`src/rtl/regfile_wr_ctrl.sv`:
```
// regfile_wr_ctrl
// ---------------
// Write-port controller for an 8 x 16 register file shared by two writers.
// Requester A (execute writeback) and requester B (load writeback) compete
// for the single write port. When both request in the same cycle, a 1-bit
// round-robin pointer picks the winner. The winner's write is presented on
// LD_REG/DR/Wr_Data exactly one cycle after its Ack.
//
// Handshake (valid/ready style): a requester raises X_Req with X_DR/X_Data
// and holds all three stable until it sees X_Ack high at a rising edge.
// X_Ack is combinational and means "DR/Data are captured at this edge".
// After that edge the requester may drop Req or present a new request.
//
// Optional feature: macro REGFILE_CLEAR_EN. When it is defined, reset enters
// a CLEAR state. That state writes 16'h0000 to R0..R7 on 8 consecutive
// cycles, and Busy is high and no Ack is given for the whole sequence. When
// the macro is undefined, the block comes out of reset directly in RUN and
// Busy is tied low.
//
// Ports
//   Clk               system clock, rising edge
//   Reset             synchronous, active-high reset
//   A_Req/A_DR/A_Data requester A request, destination, data
//   A_Ack             requester A accepted this cycle (combinational)
//   B_Req/B_DR/B_Data requester B request, destination, data
//   B_Ack             requester B accepted this cycle (combinational)
//   LD_REG            register-file write enable (registered)
//   DR                register-file destination select (registered)
//   Wr_Data           register-file write data (registered)
//   Busy              clear sequence in progress
//   dbg_state         current FSM state (0 = RUN, 1 = CLEAR)
module regfile_wr_ctrl (
  input  logic        Clk,
  input  logic        Reset,
  input  logic        A_Req,
  input  logic [2:0]  A_DR,
  input  logic [15:0] A_Data,
  output logic        A_Ack,
  input  logic        B_Req,
  input  logic [2:0]  B_DR,
  input  logic [15:0] B_Data,
  output logic        B_Ack,
  output logic        LD_REG,
  output logic [2:0]  DR,
  output logic [15:0] Wr_Data,
  output logic        Busy,
  output logic        dbg_state
);

  localparam logic PTR_A = 1'b0;
  localparam logic PTR_B = 1'b1;

`ifdef REGFILE_CLEAR_EN
  typedef enum logic [0:0] {
    ST_RUN   = 1'b0,
    ST_CLEAR = 1'b1
  } state_t;

  state_t      state_q, state_d;
  logic [2:0]  clr_cnt_q, clr_cnt_d;
`else
  typedef enum logic [0:0] {
    ST_RUN = 1'b0
  } state_t;

  state_t      state_q;
  assign state_q = ST_RUN;
`endif

  logic        ptr_q, ptr_d;
  logic        ld_reg_q, ld_reg_d;
  logic [2:0]  dr_q, dr_d;
  logic [15:0] wr_data_q, wr_data_d;

  logic        run;
  logic        grant_a;
  logic        grant_b;

  // No grants while the clear runs or while Reset is held. This keeps the
  // Acks low during reset without depending on the registered state.
  assign run     = (state_q == ST_RUN) && !Reset;
  assign grant_a = run && A_Req && (!B_Req || (ptr_q == PTR_A));
  assign grant_b = run && B_Req && (!A_Req || (ptr_q == PTR_B));

  assign A_Ack     = grant_a;
  assign B_Ack     = grant_b;
  assign LD_REG    = ld_reg_q;
  assign DR        = dr_q;
  assign Wr_Data   = wr_data_q;
  assign dbg_state = state_q;

`ifdef REGFILE_CLEAR_EN
  assign Busy = (state_q == ST_CLEAR);
`else
  assign Busy = 1'b0;
`endif

  always_comb begin
    ptr_d     = ptr_q;
    ld_reg_d  = 1'b0;
    dr_d      = dr_q;
    wr_data_d = wr_data_q;
`ifdef REGFILE_CLEAR_EN
    state_d   = state_q;
    clr_cnt_d = clr_cnt_q;
`endif

    if (grant_a) begin
      ld_reg_d  = 1'b1;
      dr_d      = A_DR;
      wr_data_d = A_Data;
      ptr_d     = PTR_B;
    end else if (grant_b) begin
      ld_reg_d  = 1'b1;
      dr_d      = B_DR;
      wr_data_d = B_Data;
      ptr_d     = PTR_A;
    end

`ifdef REGFILE_CLEAR_EN
    if (state_q == ST_CLEAR) begin
      // Leave CLEAR at the end of the cycle that shows the DR=7 write.
      // This makes Busy fall on the same edge that retires the last
      // clear write.
      if (ld_reg_q && (dr_q == 3'd7)) begin
        state_d = ST_RUN;
      end else begin
        ld_reg_d  = 1'b1;
        dr_d      = clr_cnt_q;
        wr_data_d = 16'h0000;
        // The counter stops at 7 and does not wrap back to 0.
        if (clr_cnt_q != 3'd7) begin
          clr_cnt_d = clr_cnt_q + 3'd1;
        end
      end
    end
`endif
  end

  always_ff @(posedge Clk) begin
    if (Reset) begin
      ld_reg_q  <= 1'b0;
      dr_q      <= 3'b000;
      wr_data_q <= 16'h0000;
      ptr_q     <= PTR_A;
`ifdef REGFILE_CLEAR_EN
      state_q   <= ST_CLEAR;
      clr_cnt_q <= 3'd0;
`endif
    end else begin
      ld_reg_q  <= ld_reg_d;
      dr_q      <= dr_d;
      wr_data_q <= wr_data_d;
      ptr_q     <= ptr_d;
`ifdef REGFILE_CLEAR_EN
      state_q   <= state_d;
      clr_cnt_q <= clr_cnt_d;
`endif
    end
  end

endmodule

```
`config.mk`:
```
export PLATFORM = sky130hd
export DESIGN_NAME = regfile_wr_ctrl
export DESIGN_NICKNAME = d
export VERILOG_FILES = /design/src/rtl/regfile_wr_ctrl.sv
export SDC_FILE = /design/constraint.sdc
export NUM_CORES = 1
export LEC_CHECK = 0
export ABC_AREA = 1
export BUFFER_PORTS_ARGS = -buffer_cell sky130_fd_sc_hd__buf_2
export CORE_MARGIN = 4
export CORE_UTILIZATION = 47
export CTS_CLUSTER_SIZE = 12
export DETAILED_ROUTE_END_ITERATION = 16
export MAX_ROUTING_LAYER = met4
export PLACE_DENSITY = 0.84
export RECOVER_POWER = 25
export SETUP_SLACK_MARGIN = 0.05
export SLEW_MARGIN = 5
export SYNTH_ARGS = -nofsm -noshare
export SYNTH_HDL_FRONTEND = slang
export SYNTH_SLANG_ARGS = --single-unit
export TNS_END_PERCENT = 30
```
`constraint.sdc`:
```
create_clock -name Clk -period 2.7 [get_ports Clk]
set_input_delay 0.27 -clock Clk [delete_from_list [all_inputs] [get_ports Clk]]
set_output_delay 0.27 -clock Clk [all_outputs]
set_load 0.02 [all_outputs]
```
# == Yosys cells after proc, flatten, opt, wreduce, memory -nomap -nowiden ==
# Cells that the tools add are included.
# totals
ff_bits,21
latch_bits,0
mem_bits_rw,0
rom_bits,0
in_bits,42
output_inout_bits,24
mem_count,0
# classes
n_addsub,0
multipliers,0
div,0
order_cmp,0
eq_ne,0
shift,0
muxes,8
bitwise_logic,1
reduce_logical,10
# ops
op,count
16-bit 2-to-1 mux,2
3-bit 2-to-1 mux,2
1-bit logical AND,4
1-bit 2-to-1 mux,4
1-bit logical NOT,3
1-bit logical OR,2
2-bit nonzero test,1
1-bit inverter,1

# == Depth between registers and ports, before layout ==
# logic_depth
word_depth,5
depth_mapped,7
mapped_depth_nobuf,6

# == Worst setup path before layout ==
# Ideal clock, no wire load.
# synth_path
kind,input port to output port
from,input Reset
to,output B_Ack
arrival_time_ns,1.024
path_slack_ns,1.406
path_stages,2
path_buffers,1
path_cell_list,clkbuf_1 a211oi_1
# synth_via
elab_chain_cells,3
# synth_lines
item,line_no,source
"start, declared",34,"input logic Reset,"
1-bit logical NOT,81,assign run = (state_q == ST_RUN) && !Reset;
1-bit logical AND (2 in a row),83,assign grant_b = run && B_Req && (!A_Req || (ptr_q == PTR_B));
"end, declared",42,"output logic B_Ack,"
# Every way passes these cells.

# == Worst setup path after layout ==
# layout_path
from,input Reset
to,output A_Ack
# layout_via
elab_chain_cells,3
# layout_lines
item,line_no,source
1-bit logical NOT,81,
1-bit logical AND (2 in a row),82,assign grant_a = run && A_Req && (!B_Req || (ptr_q == PTR_A));
"end, declared",38,"output logic A_Ack,"
# Every way passes these cells.

==> impl_summary.md <==
Clock network
The master cell of the clock root buffer is sky130_fd_sc_hd__clkbuf_4. The tree built by TritonCTS fans out to 21 sinks. The largest buffer count on any clock path is 2. The hold buffer count at CTS is 0. The number of buffers inserted during clock tree synthesis is 3.

TritonCTS built the clock tree. Post-CTS repair changed the size of 0 cells. The clock slew at the register clock pins of the worst setup and hold paths is 0.11 ns.

The H-tree depth is 1. The number of setup buffers added after CTS is 0. Clock latency on the worst-skew pair, taken at its later pin, is 0.30 ns.

Finish
The net count of the finished layout is 279. Leaving out fill and tap cells, the most frequent cell in the layout is sky130_fd_sc_hd__buf_2. The count of cells in the finished layout, fillers not included, comes to 264. In the final layout, the share of cells above drive strength 1 is 0.254. After routing the design area is 0.00145 mm². The share of the core filled with cells in the final layout is 0.633. The number of antenna diodes in the final layout is 0. The top cell types in the final layout, fill and taps aside, are sky130_fd_sc_hd__buf_2, sky130_fd_sc_hd__inv_1, sky130_fd_sc_hd__nand2_1. The layout overhead on the synthesized area is 24.1%.

GRT
The first global-routing pass estimated 4800 µm of wire. The largest net degree at the start of global routing is 23. The via count of the first global-routing pass is 1137. Summed over all layers, the global routing overflow is 0. Across every metal layer, demand over resource in global routing totals 0.186. The number of antenna violations at the first check in global routing is 0.

Timing
The time the final worst path needs with I/O delays and setup is 1.83 ns. On the final layout, the worst hold slack is 0.234 ns. At the pin with the least slew margin, the transition time is 0.780 ns. The peak clock frequency supported by timing is 548 MHz. The portion of the clock cycle consumed by the worst path in the final layout is 0.676. Setup repair after global routing left no endpoint under its margin.

The number of max-slew violations in the final report is 0. The number of failing setup endpoints in the final timing report is 0. The final hold violation count was 0. The clock tree skew after final layout is 0.00654 ns. The worst path setup slack after routing is 0.874 ns. In the final timing run, aggregate negative setup slack is 0 ns. In this run the tightest slew margin relative to its limit is 0.480.

Placement
The number of placed instances, taps included, is 260. The final estimated routing congestion in global placement is 0.755. In this run the tool buffered the top-level ports with 63 buffer cells. The placed instances occupy a cell area of 0.00144 mm². OpenSTA, run right after detailed placement, puts the worst setup slack at 0.615 ns.

Once detailed placement completed, the half-perimeter wirelength came to 2240 µm.

Critical path
The kind of start point of the critical path is an input pin. STA puts the critical path data arrival time at 1.56 ns. The element type at the critical path end is an output pin.

The highest net fanout along the worst path is 22. The critical path data required time is 2.43 ns. The worst register-to-register path has a setup slack of 1.26 ns. The critical path in this run is classified as in -> out.

Routing
For this block, the routed nets add up to 2940 µm of wire. The count of routing violations after the opening detailed-route iteration is 29. The number of remaining DRC errors is 0.

The iteration count of the initial detailed-routing pass is 4. After detailed routing, the average wire length per cell comes to 11.1 µm. The count of antenna-violating nets left after detailed routing is 0. Dividing the detail-routed via count by the number of cells gives 4.78. The detailed router placed 1261 vias in this run.

Floorplan
The initial utilization of the core area, before any placement, comes to 0.510. In this run the standard cell core region covers 0.00230 mm². The floorplan has 17 rows. The floorplan step defined a die boundary enclosing 0.00335 mm². The die outline height is 57.9 µm.

For this design the top-level I/O count stands at 66. In this run the horizontal extent of the chip is 57.9 µm.

Hold path
The tightest min-delay check is of the in -> reg type.

Yosys
Dividing the synthesized area by the synthesized cell count gives 6.43 µm². Yosys printed 0 warnings. The sequential share of the synthesized area is 0.359. The count of unique library cells instantiated by Yosys is 14. The synthesized instance count is 182. The register bit count reported by yosys is 21.

After synthesis the cells add up to 0.00117 mm².

Power
The maximum VDD drop is 391 µV. The cell leakage power is 0.845 nW. Total power for the finished layout comes to 680 µW. In this run the power density over the cells is 467 mW/mm².

Status
The flow ran to the end, and the final reports show no timing, DRC or antenna violations.

Run
The max-capacitance violation count is 0.
-- final cells by class --
cell class / count / area (µm²)
inverter: 43 / 161
sequential: 21 / 420
fill: 227 / 843
tap: 28 / 35.0
multi-input combinational: 103 / 493
timing repair buffer: 65 / 318
clock buffer: 4 / 26.3
-- critical path, stage by stage --
cell,delay [ns]
sky130_fd_sc_hd__buf_2,0.22
sky130_fd_sc_hd__inv_2,0.33
sky130_fd_sc_hd__nand3_1,0.43
sky130_fd_sc_hd__inv_1,0.13
sky130_fd_sc_hd__buf_2,0.17
-- logic make-up after synthesis --
logic type             after synthesis  synth area share
AOI/OAI and AO/OA                   22            0.0994
buffers and inverters               59             0.223
DFF                                 21             0.359
other                                1           0.00320
and+or+nand+nor                     79             0.315
-- per-layer routing --
layer	vias up	routed length [µm]	GRT usage
li1	678	-	-
met4	0	19	0.0596
met5	-	0	-
met1	550	1250	0.226
met2	31	1470	0.297
met3	2	196	0.0512
-- cells in the mapped netlist --
library cell,count,share of area
sky130_fd_sc_hd__buf_4,4,0.026
sky130_fd_sc_hd__a21oi_1,20,0.085
sky130_fd_sc_hd__o21ai_2,1,0.0075
sky130_fd_sc_hd__nand4_1,19,0.10
sky130_fd_sc_hd__clkbuf_1,2,0.0064
sky130_fd_sc_hd__nand2_1,40,0.13
sky130_fd_sc_hd__a211oi_1,1,0.0064
sky130_fd_sc_hd__dfxtp_1,21,0.36
sky130_fd_sc_hd__buf_2,8,0.034
sky130_fd_sc_hd__inv_2,1,0.0032
sky130_fd_sc_hd__conb_1,1,0.0032
sky130_fd_sc_hd__buf_6,2,0.019
sky130_fd_sc_hd__inv_1,42,0.13
sky130_fd_sc_hd__nand3_1,20,0.085
-- registers in the layout, summed over array words and instances, names as in the netlist --
register / count
Wr_Data: 16
DR: 3
LD_REG: 1
ptr_q: 1
-- where the power goes --
part	switching [mW]	total [mW]	internal [mW]	leakage (nW)
sequential	0.0119	0.346	0.335	0.174
combinational	0.117	0.186	0.0686	0.656
clock	0.0898	0.148	0.0577	0.0150
total	0.219	0.680	0.461	0.845
-- path summary, 6_finish.rpt --
path	start	to	cells after the start
setup / recovery	Reset	A_Ack	5
hold / removal	B_Data[5]	Wr_Data[5]	5
setup reg to reg	ptr_q	Wr_Data[6]	7
hold reg to reg	ptr_q	ptr_q	2
Note: power is estimated with default switching activity, not from simulation.
